===== config.mk =====
export PLATFORM = sky130hd
export DESIGN_NAME = uart2wb
export DESIGN_NICKNAME = d
export VERILOG_FILES = /design/src/rtl/uart2wb.sv
export SDC_FILE = /design/constraint.sdc
export NUM_CORES = 1
export LEC_CHECK = 0
export ABC_AREA = 1
export CORE_UTILIZATION = 68
export CTS_CLUSTER_DIAMETER = 60
export CTS_CLUSTER_SIZE = 20
export DETAILED_ROUTE_END_ITERATION = 8
export DONT_BUFFER_PORTS = 1
export HOLD_SLACK_MARGIN = 0.08
export PLACE_DENSITY_LB_ADDON = 0.1
export SLEW_MARGIN = 5
export SYNTH_ARGS = -nofsm -noshare
export SYNTH_HDL_FRONTEND = slang
export SYNTH_SLANG_ARGS = --single-unit

===== constraint.sdc =====
create_clock -name clock -period 2.4 [get_ports clock]
set_input_delay 0.72 -clock clock [delete_from_list [all_inputs] [get_ports clock]]
set_output_delay 0.72 -clock clock [all_outputs]
set_load 0.02 [all_outputs]

===== src/rtl/uart2wb.sv =====
// Far-end UART/Wishbone tunnel bridge: rebuilds request frames from received bytes,
// runs one Wishbone cycle per frame and sends the response. UART2WB_TIMEOUT_EN adds an ack watchdog.
module uart2wb #(
    parameter int addr_width     = 32,
    parameter int data_width     = 32,
    parameter int timeout_cycles = 1024
) (
    input  logic                  clock,
    input  logic                  reset,
    input  logic [7:0]            rx_data,
    input  logic                  rx_valid,
    output logic [7:0]            tx_data,
    output logic                  tx_load,
    input  logic                  tx_done,
    output logic                  wb_cyc,
    output logic                  wb_stb,
    output logic                  wb_we,
    output logic [addr_width-1:0] wb_adr,
    output logic [data_width-1:0] wb_datwr,
    output logic [((data_width/8 > 0) ? data_width/8 : 1)-1:0] wb_sel,
    input  logic [data_width-1:0] wb_datrd,
    input  logic                  wb_ack,
    output logic                  busy
);

    localparam int ABYTES = (addr_width / 8 > 0) ? addr_width / 8 : 1;
    localparam int DBYTES = (data_width / 8 > 0) ? data_width / 8 : 1;
    localparam int AW8    = ABYTES * 8;
    localparam int DW8    = DBYTES * 8;

    typedef enum logic [2:0] {IDLE, RX_ADDR, RX_DATA, RX_SEL, WB_REQ, TX_RESP} state_t;

    state_t              state_q;
    logic                we_q;
    logic [7:0]          cnt_q;
    logic [7:0]          last_q;
    logic [AW8-1:0]      addr_q;
    logic [DW8-1:0]      wdat_q;
    logic [DW8-1:0]      resp_q;
    logic [DBYTES-1:0]   sel_q;
    logic                cyc_q;
    logic                wbwe_q;
    logic                started_q;
    logic                txload_q;
    logic [7:0]          txdata_q;
`ifdef UART2WB_TIMEOUT_EN
    logic [31:0]         wdog_q;
`endif

    always_ff @(posedge clock) begin
        if (reset) begin
            state_q   <= IDLE;
            we_q      <= 1'b0;
            cnt_q     <= '0;
            last_q    <= '0;
            addr_q    <= '0;
            wdat_q    <= '0;
            resp_q    <= '0;
            sel_q     <= '0;
            cyc_q     <= 1'b0;
            wbwe_q    <= 1'b0;
            started_q <= 1'b0;
            txload_q  <= 1'b0;
            txdata_q  <= '0;
`ifdef UART2WB_TIMEOUT_EN
            wdog_q    <= '0;
`endif
        end else begin
            txload_q <= 1'b0;
            case (state_q)
                IDLE: begin
                    // Non-zero upper CMD bits mean we are out of frame sync; drop the byte.
                    if (rx_valid && rx_data[7:1] == 7'd0) begin
                        we_q    <= rx_data[0];
                        cnt_q   <= '0;
                        state_q <= RX_ADDR;
                    end
                end
                RX_ADDR: begin
                    if (rx_valid) begin
                        addr_q <= (addr_q >> 8) | (AW8'(rx_data) << (AW8 - 8));
                        if (cnt_q == 8'(ABYTES - 1)) begin
                            cnt_q <= '0;
                            if (we_q) begin
                                state_q <= RX_DATA;
                            end else begin
                                state_q <= WB_REQ;
                                cyc_q   <= 1'b1;
                                wbwe_q  <= 1'b0;
                            end
                        end else begin
                            cnt_q <= cnt_q + 8'd1;
                        end
                    end
                end
                RX_DATA: begin
                    if (rx_valid) begin
                        wdat_q <= (wdat_q >> 8) | (DW8'(rx_data) << (DW8 - 8));
                        if (cnt_q == 8'(DBYTES - 1)) begin
                            cnt_q   <= '0;
                            state_q <= RX_SEL;
                        end else begin
                            cnt_q <= cnt_q + 8'd1;
                        end
                    end
                end
                RX_SEL: begin
                    if (rx_valid) begin
                        sel_q   <= DBYTES'(rx_data);
                        state_q <= WB_REQ;
                        cyc_q   <= 1'b1;
                        wbwe_q  <= 1'b1;
                    end
                end
                WB_REQ: begin
                    if (wb_ack) begin
                        cyc_q     <= 1'b0;
                        wbwe_q    <= 1'b0;
                        resp_q    <= we_q ? DW8'(1) : DW8'(wb_datrd);
                        last_q    <= we_q ? 8'd0 : 8'(DBYTES - 1);
                        cnt_q     <= '0;
                        started_q <= 1'b0;
                        state_q   <= TX_RESP;
`ifdef UART2WB_TIMEOUT_EN
                        wdog_q    <= '0;
                    end else if (wdog_q == 32'(timeout_cycles - 1)) begin
                        cyc_q     <= 1'b0;
                        wbwe_q    <= 1'b0;
                        resp_q    <= '0;
                        last_q    <= we_q ? 8'd0 : 8'(DBYTES - 1);
                        cnt_q     <= '0;
                        started_q <= 1'b0;
                        wdog_q    <= '0;
                        state_q   <= TX_RESP;
                    end else begin
                        wdog_q <= wdog_q + 32'd1;
`endif
                    end
                end
                TX_RESP: begin
                    // Response is shifted out LSB byte first; each load consumes one byte.
                    if (!started_q) begin
                        started_q <= 1'b1;
                        txload_q  <= 1'b1;
                        txdata_q  <= resp_q[7:0];
                        resp_q    <= resp_q >> 8;
                    end else if (tx_done) begin
                        if (cnt_q == last_q) begin
                            started_q <= 1'b0;
                            cnt_q     <= '0;
                            state_q   <= IDLE;
                        end else begin
                            cnt_q    <= cnt_q + 8'd1;
                            txload_q <= 1'b1;
                            txdata_q <= resp_q[7:0];
                            resp_q   <= resp_q >> 8;
                        end
                    end
                end
                default: state_q <= IDLE;
            endcase
        end
    end

    assign wb_cyc   = cyc_q;
    assign wb_stb   = cyc_q;
    assign wb_we    = wbwe_q;
    assign wb_adr   = addr_width'(addr_q);
    assign wb_datwr = data_width'(wdat_q);
    assign wb_sel   = sel_q;
    assign tx_load  = txload_q;
    assign tx_data  = txdata_q;
    assign busy     = (state_q != IDLE);

endmodule


# [After elaboration in Yosys (flattened, before gate mapping)]
# Cells that the tools add are included.
[totals] n_memories=0 latchBits=0 in_bits=45 ramBits=0 romBits=0 register_bits=132 wordCells=106
[classes] reduce_logical=20 n_eq_ne=23 n_addsub=1 n_bitwise=3 magnitude_cmp=0 multipliers=0 n_shift=0 n_div=0 muxes=46
[op_table] cell="$mux W32" count=5
[op_table] cell="$mux W8" count=10
[op_table] cell="$or A24 B32 Y32" count=2
[op_table] cell="$pmux W32 S2" count=1
[op_table] cell="$mux W3" count=11
[op_table] cell="$pmux W8 S4" count=1
[op_table] cell="$ne A2 B2 Y1 const B" count=13
[op_table] cell="$pmux W3 S6" count=1
[op_table] cell="$mux W1" count=13
[op_table] cell="$reduce_and A2 Y1" count=6
[op_table] cell="$reduce_and A6 Y1" count=2
[op_table] cell="$reduce_and A10 Y1" count=1
[op_table] cell="$add A8 B1 Y8 const B" count=1
[op_table] cell="$eq A8 B2 Y1 const B" count=1
[op_table] cell="$eq A8 B8 Y1" count=1
[op_table] cell="$logic_not A7 Y1" count=1
[op_table] cell="$eq A3 B2 Y1 const B" count=2
[op_table] cell="$eq A3 B3 Y1 const B" count=2
[op_table] cell="$ne A3 B3 Y1 const B" count=2
[op_table] cell="$pmux W1 S3" count=2
[op_table] cell="$reduce_bool A3 Y1" count=2
[op_table] cell="$reduce_and A4 Y1" count=1
[op_table] cell="$reduce_bool A4 Y1" count=1
[op_table] cell="$reduce_or A2 Y1" count=2
[op_table] cell="9 further kinds" count=9

# [Depth between registers and ports, before layout]
[logic_depth] word_depth=5 mapped_depth=11 depth_no_buf=10

# [Least setup slack after synthesis]
# OpenSTA, ideal clock, no wires.
[synth_timing] kind="input-to-reg" start="input rx_valid" end="register cnt_q[0]" stages=10 path_buffers=1 slack_ns=0.656 arrival_time_ns=1.622 setup_ns=0.122 cell_sequence="buf_2 nand2_1 nor2_1 nand2_1 nand2_1 nand2_4 nor2_8 nand2_1 nand2_1 a21oi_1"
[synth_between] elab_chain_cells=3 word_cells_on_any_way=4 classes_between="eq/ne (2); reduce/logical (2)"
[synth_rtl] element="from (decl)" line="11" source="input logic rx_valid,"
[synth_rtl] element="$logic_and A1 B1 Y1" line="73" source="if (rx_valid && rx_data[7:1] == 7'd0) begin"
[synth_rtl] element="$ne A2 B2 Y1 (no source line)"
[synth_rtl] element="$reduce_and A6 Y1 (no source line) (*)"
[synth_rtl] element="to (signal assigned)" line="92" source="cnt_q <= cnt_q + 8'd1;"
[synth_rtl] element="to (signal assigned)" line="103" source="cnt_q <= cnt_q + 8'd1;"
[synth_rtl] element="to (signal assigned)" line="153" source="cnt_q <= cnt_q + 8'd1;"
[synth_rtl] element="to (decl)" line="35" source="logic [7:0] cnt_q;"
# Mark *: on every way between the ends. The rest lies on a longest branch, timed or not.
# A chain may end at the register's enable or synchronous reset.

# [Worst setup path after layout]
[layout_timing] start="register state_q[0]" end="output busy"
[layout_between] elab_chain_cells=1
[layout_rtl] element="from (decl)" line="33" source="state_t state_q;"
[layout_rtl] element="from (signal assigned)" line="52" source="state_q <= IDLE;"
[layout_rtl] element="from (signal assigned)" line="76" source="state_q <= RX_ADDR;"
[layout_rtl] element="from (signal assigned)" line="85" source="state_q <= RX_DATA;"
[layout_rtl] element="$reduce_bool A3 Y1" line="173" source="assign busy = (state_q != IDLE);"
[layout_rtl] element="to (decl)" line="23" source="output logic busy"
# Every way passes these cells.

==> results.py <==
metrics = {
    "synth": {
        "ys.flop_type": "dfxtp_1",
        "synthXorXnorAreaFrac": 0.00492,
        "ys_seq_area_frac": 0.468,
        "syn-instance-count": 697,
        "synth_top_family_by_area": "simple AND/OR/NAND/NOR gates",
        "synth-seq-cells": 125,
        "synth-edff-count": 0,
        "syn_area_sq_um": 5340,
        "yosys.cell_types.count": 32,
        "synthAdderAreaFrac": 0.00234,
        "yosys_warnings": 0,
        "syn_avg_cell_area_sq_um": 7.67,
        "synth-compound-area-share": 0.196,
        "syn-num-nets": 743,
        "synth_simple_gate_area_share": 0.250,
        "async_reset_ff_frac": 0,
        "synthTopCellsByArea": "dfxtp_1, a21oi_1, nand2_1, nand3_1, nor2_1",
        "ys_top_cells_by_count": "dfxtp_1, nand2_1, a21oi_1",
        "muxShareOfSynthArea": 0,
        "yosysMostFrequentCell": "dfxtp_1",
        "synth_top_area_share": 0.468,
        "yosysTopAreaCell": "dfxtp_1",
    },
    "sta": {
        "period_needed_ns": 2.27,
        "hold_viol": 0,
        "timing.fmax_mhz": 441,
        "final.setup_skew_ns": 0.0130,
        "setup_violations": 0,
        "drv_slew": 0,
        "slew_headroom": 0.381,
        "tightestPinTransition_ns": 0.927,
        "tns_ns": 0,
        "post-route-period-util": 0.945,
        "grt_setup_unrepaired": "false",
        "holdWs_ns": 0.268,
        "fin_ws_ns": 0.131,
    },
    "setup_path": {
        "worstPathRequired_ns": 1.68,
        "crit_arrival_ns": 1.55,
        "crit_path_frequent_cell": "inv_1",
        "critPathSlowestCell": "dfxtp_1",
        "cp_max_fo": 6,
        "critPathLaunchType": "flip-flop",
        "crit_chain": "nor2_2, inv_1, nor2_1, inv_1",
        "max_stage_delay_ns": 0.39,
        "endpoint_kind": "primary output",
        "critical_path_class": "reg2out",
        "rr_worst_depth": 7,
    },
    "clock_tree": {
        "cts_setup_buffers": 0,
        "insertion_delay_ns": 0.52,
        "cts_sinks": 125,
        "cts_buffers": 17,
        "clk_pin_slew_ns": 0.06,
        "htree_levels": 4,
        "clk_path_buf_depth": 2,
        "cts_tree": "built",
        "cts.root.buffer_cell": "clkbuf_8",
    },
    "placed_design": {
        "portBuffers": 0,
        "pre_cts_ws_ns": 0.475,
        "hpwl_um": 8020,
        "gp_congestion": 0.867,
    },
    "die": {
        "die_y_um": 90.6,
        "ios": 126,
        "initial_core_util": 0.721,
        "fp.dieW_um": 90.6,
        "design.core.area_sq_um": 7410,
        "std_cell_rows": 31,
        "dieArea_sq_um": 8220,
    },
    "power": {
        "p_leak_nw": 2.36,
        "p_per_area_nw_per_um2": 1120,
        "total_power_mw": 6.60,
        "ir_drop_mv": 0.733,
    },
    "global_routing": {
        "grt_pass1_wl_um": 21800,
        "grt-ovfl-total": 0,
        "grt_max_degree": 76,
        "grt_pass1_vias": 4605,
        "grt_usage": 0.329,
        "antenna_found_initial": 0,
    },
    "min_path": {
        "holdPathStages": 1,
        "hp-class": "in2reg",
    },
    "detailed_routing": {
        "post_drt_wl_per_cell_um": 16.5,
        "drt_wl_total_um": 13000,
        "viasPerCell": 6.05,
        "vias": 4764,
        "drtIter0Drc": 317,
        "dr.pass1.iters": 5,
        "ant_nets": 0,
        "drc": 0,
    },
    "finish": {
        "syn2layout_area_growth_pct": 10.2,
        "finalNetCount": 722,
        "drive_gt1_frac": 0.0871,
        "diodes": 0,
    },
    "job": {
        "drv_cap": 0,
    },
    "outcome": {
        "status": "completed",
    },
}
==> cells in the final DEF, fill, tap and decap left out, drive strengths merged, types with 2 or more instances in the layout <==
cell type / n
nand2: 126
dfxtp: 125
a21oi: 96
nor2: 90
nand3: 77
o21ai: 53
inv: 43
a22o: 23
clkbuf: 18
buf: 8
a22oi: 7
nor3: 4
bufinv: 4
clkinv: 4
xor2: 3
a31oi: 2
==> sequential cells by signal (all words and copies together) (netlist names) <==
signal / flops
wb_adr: 32
last_q: 1
cnt_q: 8
tx_data: 8
tx_load: 1
state_q: 3
wb_we: 1
resp_q: 32
we_q: 1
wb_datwr: 32
wb_sel: 4
wb_cyc: 1
started_q: 1
==> kinds of logic (layout without fill, tap and decap cells) <==
family / count (synthesis) / after routing
compound gates: 184 / 184
buf+inv: 85 / 77
fa+ha+maj: 1 / 1
flops: 125 / 125
xor+xnor: 3 / 3
simple gates: 299 / 299
==> routing by layer <==
layer / vias up / wire length (um) / GRT usage
li1: 2300 / - / -
met1: 2233 / 5190 / 0.385
met2: 203 / 6330 / 0.544
met3: 28 / 1200 / 0.123
met4: 0 / 276 / 0.128
met5: - / 0 / 0
==> where the power goes <==
group / internal (mW) / switching [mW]
Combinational: 0.355 / 0.751
Sequential: 2.35 / 0.426
Clock: 1.71 / 0.995
Total: 4.42 / 2.17
==> final timing paths <==
| kind | startpoint | end | slack (ns) |
|---|---|---|---|
| max | state_q[0] | busy | 0.13 |
| min reg2reg | resp_q[21] | resp_q[21] | 0.48 |
| min | reset | resp_q[0] | 0.27 |
| max reg2reg | state_q[1] | resp_q[4] | 0.38 |
==> metrics by stage <==
| stage | instances | cell area (sq um) | utilization |
|---|---|---|---|
| final | 788 | 5890 | 0.795 |
| after global routing | 788 | 5890 | 0.795 |
| after CTS | 788 | 5880 | 0.794 |
| after detailed placement | 756 | 5260 | 0.710 |
| after global placement | 756 | 5260 | 0.710 |
| after floorplan | 697 | 5340 | - |
==> critical path: cells and delay by family, from the launching register on <==
family,cells,cell delay [ns]
and+or+nand+nor,2,0.40
DFF,1,0.39
buffers and inverters,2,0.24
==> what timing repair did <==
item | in CTS | in global routing
hold buffers | 0 | 0
endpoints found under the setup margin | 0 | 1
gates resized for setup | 0 | 1
==> final cells by class <==
type	instances	area, sq um
clock buffers	18	418
clock inverters	14	206
fillers	539	1520
inverters	37	139
multi-input cells	487	2420
flip-flops and latches	125	2500
well taps	99	124
repair buffers	8	72.6
No activity file was read; power rests on OpenSTA's default activity.
